**src/rtl/display_scroller.sv**
```systemverilog
// Multiplexed 7-segment letter display: buffers up to BUF_DEPTH letter codes and
// scans NUM_DIGITS digits, optionally scrolling a NUM_DIGITS-wide window over the buffer.
module display_scroller #(
    parameter int NUM_DIGITS = 4,
    parameter int BUF_DEPTH  = 16,
    parameter int SCAN_DIV   = 1000,
    parameter int SCROLL_DIV = 64
) (
    input  logic                           clk,
    input  logic                           reset_n,
    input  logic [4:0]                     letter_in,
    input  logic                           letter_valid,
    output logic                           letter_ready,
    input  logic                           clear,
    input  logic                           scroll_en,
    output logic [6:0]                     seg,
    output logic [NUM_DIGITS-1:0]          an,
    output logic [$clog2(BUF_DEPTH+1)-1:0] buf_count
);

    localparam int CW = $clog2(BUF_DEPTH + 1);
    localparam int AW = (BUF_DEPTH > 1) ? $clog2(BUF_DEPTH) : 1;
    localparam int IW = AW + 1;
    localparam int PW = (SCAN_DIV > 1) ? $clog2(SCAN_DIV) : 1;
    localparam int FW = (SCROLL_DIV > 1) ? $clog2(SCROLL_DIV) : 1;
    localparam int DW = (NUM_DIGITS > 1) ? $clog2(NUM_DIGITS) : 1;

    logic [4:0]            letter_mem [BUF_DEPTH];

    logic [CW-1:0]         count_reg,  count_next;
    logic [IW-1:0]         offset_reg, offset_next;
    logic [DW-1:0]         digit_reg,  digit_next;
    logic [PW-1:0]         presc_reg,  presc_next;
    logic [FW-1:0]         frame_reg,  frame_next;
    logic [6:0]            seg_reg,    seg_next;
    logic [NUM_DIGITS-1:0] an_reg,     an_next;

    logic                  scan_wrap;
    logic                  frame_end;
    logic                  scroll_step;
    logic                  write_en;
    logic [IW-1:0]         span;
    logic [IW-1:0]         idx;

    function automatic logic [6:0] font(input logic [4:0] code);
        logic [6:0] pat;
        case (code)
            5'd0:  pat = 7'b1110111;
            5'd1:  pat = 7'b1111100;
            5'd2:  pat = 7'b1011000;
            5'd3:  pat = 7'b1011110;
            5'd4:  pat = 7'b1111001;
            5'd5:  pat = 7'b1110001;
            5'd6:  pat = 7'b1101111;
            5'd7:  pat = 7'b1110110;
            5'd8:  pat = 7'b0000110;
            5'd9:  pat = 7'b0011110;
            5'd10: pat = 7'b1111000;
            5'd11: pat = 7'b0111000;
            5'd12: pat = 7'b0010101;
            5'd13: pat = 7'b1010100;
            5'd14: pat = 7'b1011100;
            5'd15: pat = 7'b1110011;
            5'd16: pat = 7'b1100111;
            5'd17: pat = 7'b1010000;
            5'd18: pat = 7'b1101101;
            5'd19: pat = 7'b1000110;
            5'd20: pat = 7'b0111110;
            5'd21: pat = 7'b0011100;
            5'd22: pat = 7'b0101010;
            5'd23: pat = 7'b1001001;
            5'd24: pat = 7'b1101110;
            5'd25: pat = 7'b1011011;
            default: pat = 7'b1000000;
        endcase
        return pat;
    endfunction

    assign letter_ready = (count_reg < CW'(BUF_DEPTH));
    assign buf_count    = count_reg;
    assign seg          = seg_reg;
    assign an           = an_reg;

    assign scan_wrap   = (presc_reg == PW'(SCAN_DIV - 1));
    assign frame_end   = scan_wrap && (digit_reg == DW'(NUM_DIGITS - 1));
    assign scroll_step = frame_end && (frame_reg == FW'(SCROLL_DIV - 1));
    assign write_en    = letter_valid && letter_ready && !clear;
    // Largest legal offset; only meaningful while the buffer holds more than NUM_DIGITS letters.
    assign span        = IW'(count_reg) - IW'(NUM_DIGITS);

    always_comb begin
        presc_next  = scan_wrap ? '0 : presc_reg + 1'b1;
        digit_next  = digit_reg;
        frame_next  = frame_reg;
        count_next  = count_reg;
        offset_next = offset_reg;

        if (scan_wrap) begin
            digit_next = (digit_reg == DW'(NUM_DIGITS - 1)) ? '0 : digit_reg + 1'b1;
        end
        if (frame_end) begin
            frame_next = (frame_reg == FW'(SCROLL_DIV - 1)) ? '0 : frame_reg + 1'b1;
        end

        if (clear) begin
            count_next = '0;
        end else if (write_en) begin
            count_next = count_reg + 1'b1;
        end

        if (clear || !scroll_en) begin
            offset_next = '0;
        end else if (scroll_step) begin
            if (IW'(count_reg) > IW'(NUM_DIGITS)) begin
                offset_next = (offset_reg == span) ? '0 : offset_reg + 1'b1;
            end else begin
                offset_next = '0;
            end
        end
    end

    // Segments track the digit about to be enabled so an and seg always change together.
    assign idx = offset_next + IW'(digit_next);

    always_comb begin
        seg_next = 7'b0000000;
        if (idx < IW'(count_reg)) begin
            seg_next = font(letter_mem[idx[AW-1:0]]);
        end
    end

    genvar gi;
    generate
        for (gi = 0; gi < NUM_DIGITS; gi++) begin : g_an
            assign an_next[gi] = (digit_next == DW'(gi));
        end
    endgenerate

    always_ff @(posedge clk or negedge reset_n) begin
        if (!reset_n) begin
            count_reg  <= '0;
            offset_reg <= '0;
            digit_reg  <= '0;
            presc_reg  <= '0;
            frame_reg  <= '0;
            seg_reg    <= 7'b0000000;
            an_reg     <= NUM_DIGITS'(1);
        end else begin
            count_reg  <= count_next;
            offset_reg <= offset_next;
            digit_reg  <= digit_next;
            presc_reg  <= presc_next;
            frame_reg  <= frame_next;
            seg_reg    <= seg_next;
            an_reg     <= an_next;
        end
    end

    always_ff @(posedge clk) begin
        if (write_en) begin
            letter_mem[count_reg[AW-1:0]] <= letter_in;
        end
    end

endmodule

```
**config.mk**
```make
export PLATFORM = sky130hd
export DESIGN_NAME = display_scroller
export DESIGN_NICKNAME = d
export VERILOG_FILES = /design/src/rtl/display_scroller.sv
export SDC_FILE = /design/constraint.sdc
export NUM_CORES = 1
export LEC_CHECK = 0
export CAP_MARGIN = 20
export CORE_AREA = 5 5 114 116
export CTS_CLUSTER_DIAMETER = 120
export CTS_CLUSTER_SIZE = 25
export DETAILED_ROUTE_END_ITERATION = 7
export DIE_AREA = 0 0 119 121
export GPL_TIMING_DRIVEN = 0
export PLACE_DENSITY = 0.75
export SLEW_MARGIN = 20
export SYNTH_ARGS = -nofsm -noshare
export SYNTH_HDL_FRONTEND = slang
export SYNTH_SLANG_ARGS = --single-unit
```
**constraint.sdc**
```tcl
create_clock -name clk -period 7.78 [get_ports clk]
set_input_delay 1.945 -clock clk [delete_from_list [all_inputs] [get_ports clk]]
set_output_delay 1.945 -clock clk [all_outputs]
set_load 0.1 [all_outputs]
```
==> impl_metrics.yaml <==
place:
  io_buffers: 26
  place_hpwl_um: 10300
  gp_congestion: 0.925
  post-place-ws_ns: -0.0232
sta:
  fmaxAchievable_ghz: 0.135
  period_share: 0.955
  finClkSkew_ns: 0.00890
  period_needed_ns: 7.43
  slew_headroom: 0.341
  rsz0062_at_grt: "no"
  fin_ws_ns: 0.350
  worst_pin_slew_ns: 0.985
  drv_slew: 0
  finalHoldViolCount: 0
  setup_viol: 0
cts:
  cts_buffer_depth: 2
  postCtsSetupBuffers: 0
  clk_pin_slew_worst_paths_ns: 0.06
  root_buffer: "clkbuf_16"
  cts_resized: 0
  cts_tree: "built"
  clock-sinks: 119
  htree_levels: 4
  worstSkewPairLatency_ns: 0.42
  postCtsHoldBufs: 0
  cts_buffers: 17
power:
  powerDensity_mw_per_mm2: 218
  p_seq_frac: 0.427
  ir_drop_mv: 0.237
  power_uw: 1620
  p_int_uw: 1230
  comb_power_share: 0.082
  power.switching_uw: 389
  swShare: 0.240
  p_leak_uw: 0.00287
  clockPowerShare: 0.491
synth:
  synth.net_count: 540
  synthFlopType: "edfxtp_1"
  synth_most_common_cell: "edfxtp_1"
  ys_top_cells_by_area: "edfxtp_1 (38%), dfrtp_1 (15%), mux4_2 (7.1%)"
  synthDistinctLibCells: 76
  synth_area_per_cell_um2: 12.7
  yosys-top-cells-count: "edfxtp_1 (80), dfrtp_1 (38), nand2_1 (36)"
  synth_cells: 503
  ys_warn_count: 0
  synth_largest_area_cell: "edfxtp_1"
  synth_seq_area_share: 0.531
  synth_top_area_share: 0.377
  postSynth.asyncResetShare: 0.328
  synth_area_mm2: 0.00637
  synth-seq-cells: 119
  synth_enable_flop_cells: 80
final_layout:
  n_antenna_cell: 0
  final_util: 0.630
  drive_gt1_frac: 0.167
  nets: 586
  n_fill_cell: 882
  largest_reg_flops: 80
  area_growth_pct: 16.8
critical_path:
  end_kind: "flop"
  worstPathArrival_ns: 7.78
  worstSetupPathType: "in2reg"
  cp_max_fo: 10
  ff2ff_setup_slack_ns: 1.09
  setup.worst_path.start_class: "primary input"
  cp.required_ns: 8.13
run_status:
  status: "finished, final reports clean"
floorplanning:
  fp.dieW_um: 119
  io_pins: 27
  core_mm2: 0.0118
  initial_core_util: 0.539
  row_count: 40
  design.die.area_mm2: 0.0144
  die_y_um: 121
grt:
  grt_pass1_wl_um: 23600
  antenna_found_initial: 0
  track_usage: 0.215
  gr-total-overflow: 0
  grt_max_degree: 21
  first_global_vias: 4387
detailed_routing:
  wire_per_inst_um: 20.6
  viasPerCell: 6.23
  ant_nets: 0
  wirelength_met1_um: 6000
  drc_errors: 0
  drt-initial-drc-count: 290
  routed-wl-met2_um: 7560
  wl_met3_um: 822
  firstDrtPassIters: 7
  top_layer_used: "met4"
  drt_wl_total_um: 14600
  num_vias: 4414
flow_run:
  maxCapViolations: 0
worst_hold_path:
  hold_path.class: "reg2reg"
[per-stage QoR]
step                      hold slack (ns)  area, um^2  TNS (ns)  std cells
after detailed placement            0.473        6840   -0.0232        677
after floorplan                     0.433        6370         0        503
final                               0.479        7440         0        709
after global placement              0.447        6810         0        676
after global routing                0.510        7440         0        709
after CTS                           0.485        7440         0        709
[critical path, cell delays in order]
cell and delay [ns]:
clkdlybuf4s50_1 0.62, nand2b_1 0.22, clkbuf_1 0.41, nor2_1 0.14, ha_1 0.25, fa_1 0.59
buf_2 0.32, buf_1 0.60, mux4_2 0.46, mux2_2 0.32, nand3_1 0.10, o211ai_1 0.09
mux2i_1 0.48, inv_1 0.24, ha_1 0.28, mux2_1 0.29, o221ai_1 0.19, o211a_1 0.19
[logic make-up (layout without fill, tap and decap cells)]
kind of cell / after synthesis / after routing / share of synthesized area
AO/OA/AOI/OAI: 107 / 107 / 0.130
XOR/XNOR: 19 / 19 / 0.0261
adder cells (fa/ha/maj): 27 / 27 / 0.0542
buffers and inverters: 44 / 103 / 0.0332
flip-flops: 119 / 119 / 0.531
multiplexers: 39 / 39 / 0.106
AND/OR/NAND/NOR: 148 / 148 / 0.120
[cells in the final DEF (no fill, tap or decap), types with 8 or more instances in the layout]
master	instances
mux2i_1	8
nand2_1	36
clkdlybuf4s50_1	25
mux4_2	20
edfxtp_1	80
dfrtp_1	38
clkbuf_16	17
inv_1	21
ha_1	26
clkbuf_1	10
nor2_1	32
o211ai_1	8
nand3_1	21
a21oi_1	20
xnor2_1	13
and3_1	18
buf_2	8
o21ai_0	9
[power groups by stage]
stage               logic [uW]  registers [uW]  clock network (uW)
global route               140             692                 842
floorplan                 45.6             745                   0
detailed placement         131             704                   0
global placement           127             703                   0
finish                     132             692                 795
CTS                        132             691                 803
[per-layer routing]
layer  track usage  vias to the layer above
li1              -                     2025
met1         0.262                     2198
met2         0.378                      165
met3        0.0522                       26
met4        0.0659                        0
met5             0                        -
[cell type report]
cell class	count	area [um^2]	area share
multi-input combinational	340	2780	0.373
timing repair buffer	27	283	0.0380
buffer	23	133	0.0178
tap	147	184	0.0247
clock inverter	14	173	0.0232
sequential	119	3380	0.454
clock buffer	18	429	0.0577
inverter	21	78.8	0.0106
[path summary, 6_finish.rpt]
path | from | end | depth (start not counted)
max | clear | seg[0]$_DFF_PN0_ | 18
min | presc_reg[0]$_DFF_PN0_ | presc_reg[0]$_DFF_PN0_ | 1
max reg2reg | buf_count[2]$_DFFE_PN0P_ | seg[0]$_DFF_PN0_ | 24
min reg2reg | presc_reg[0]$_DFF_PN0_ | presc_reg[0]$_DFF_PN0_ | 1
max in group asynchronous | reset_n | seg[3]$_DFF_PN0_ | 2
min in group asynchronous | reset_n | frame_reg[2]$_DFFE_PN0N_ | 1
Power figures use the tool's default switching activity.
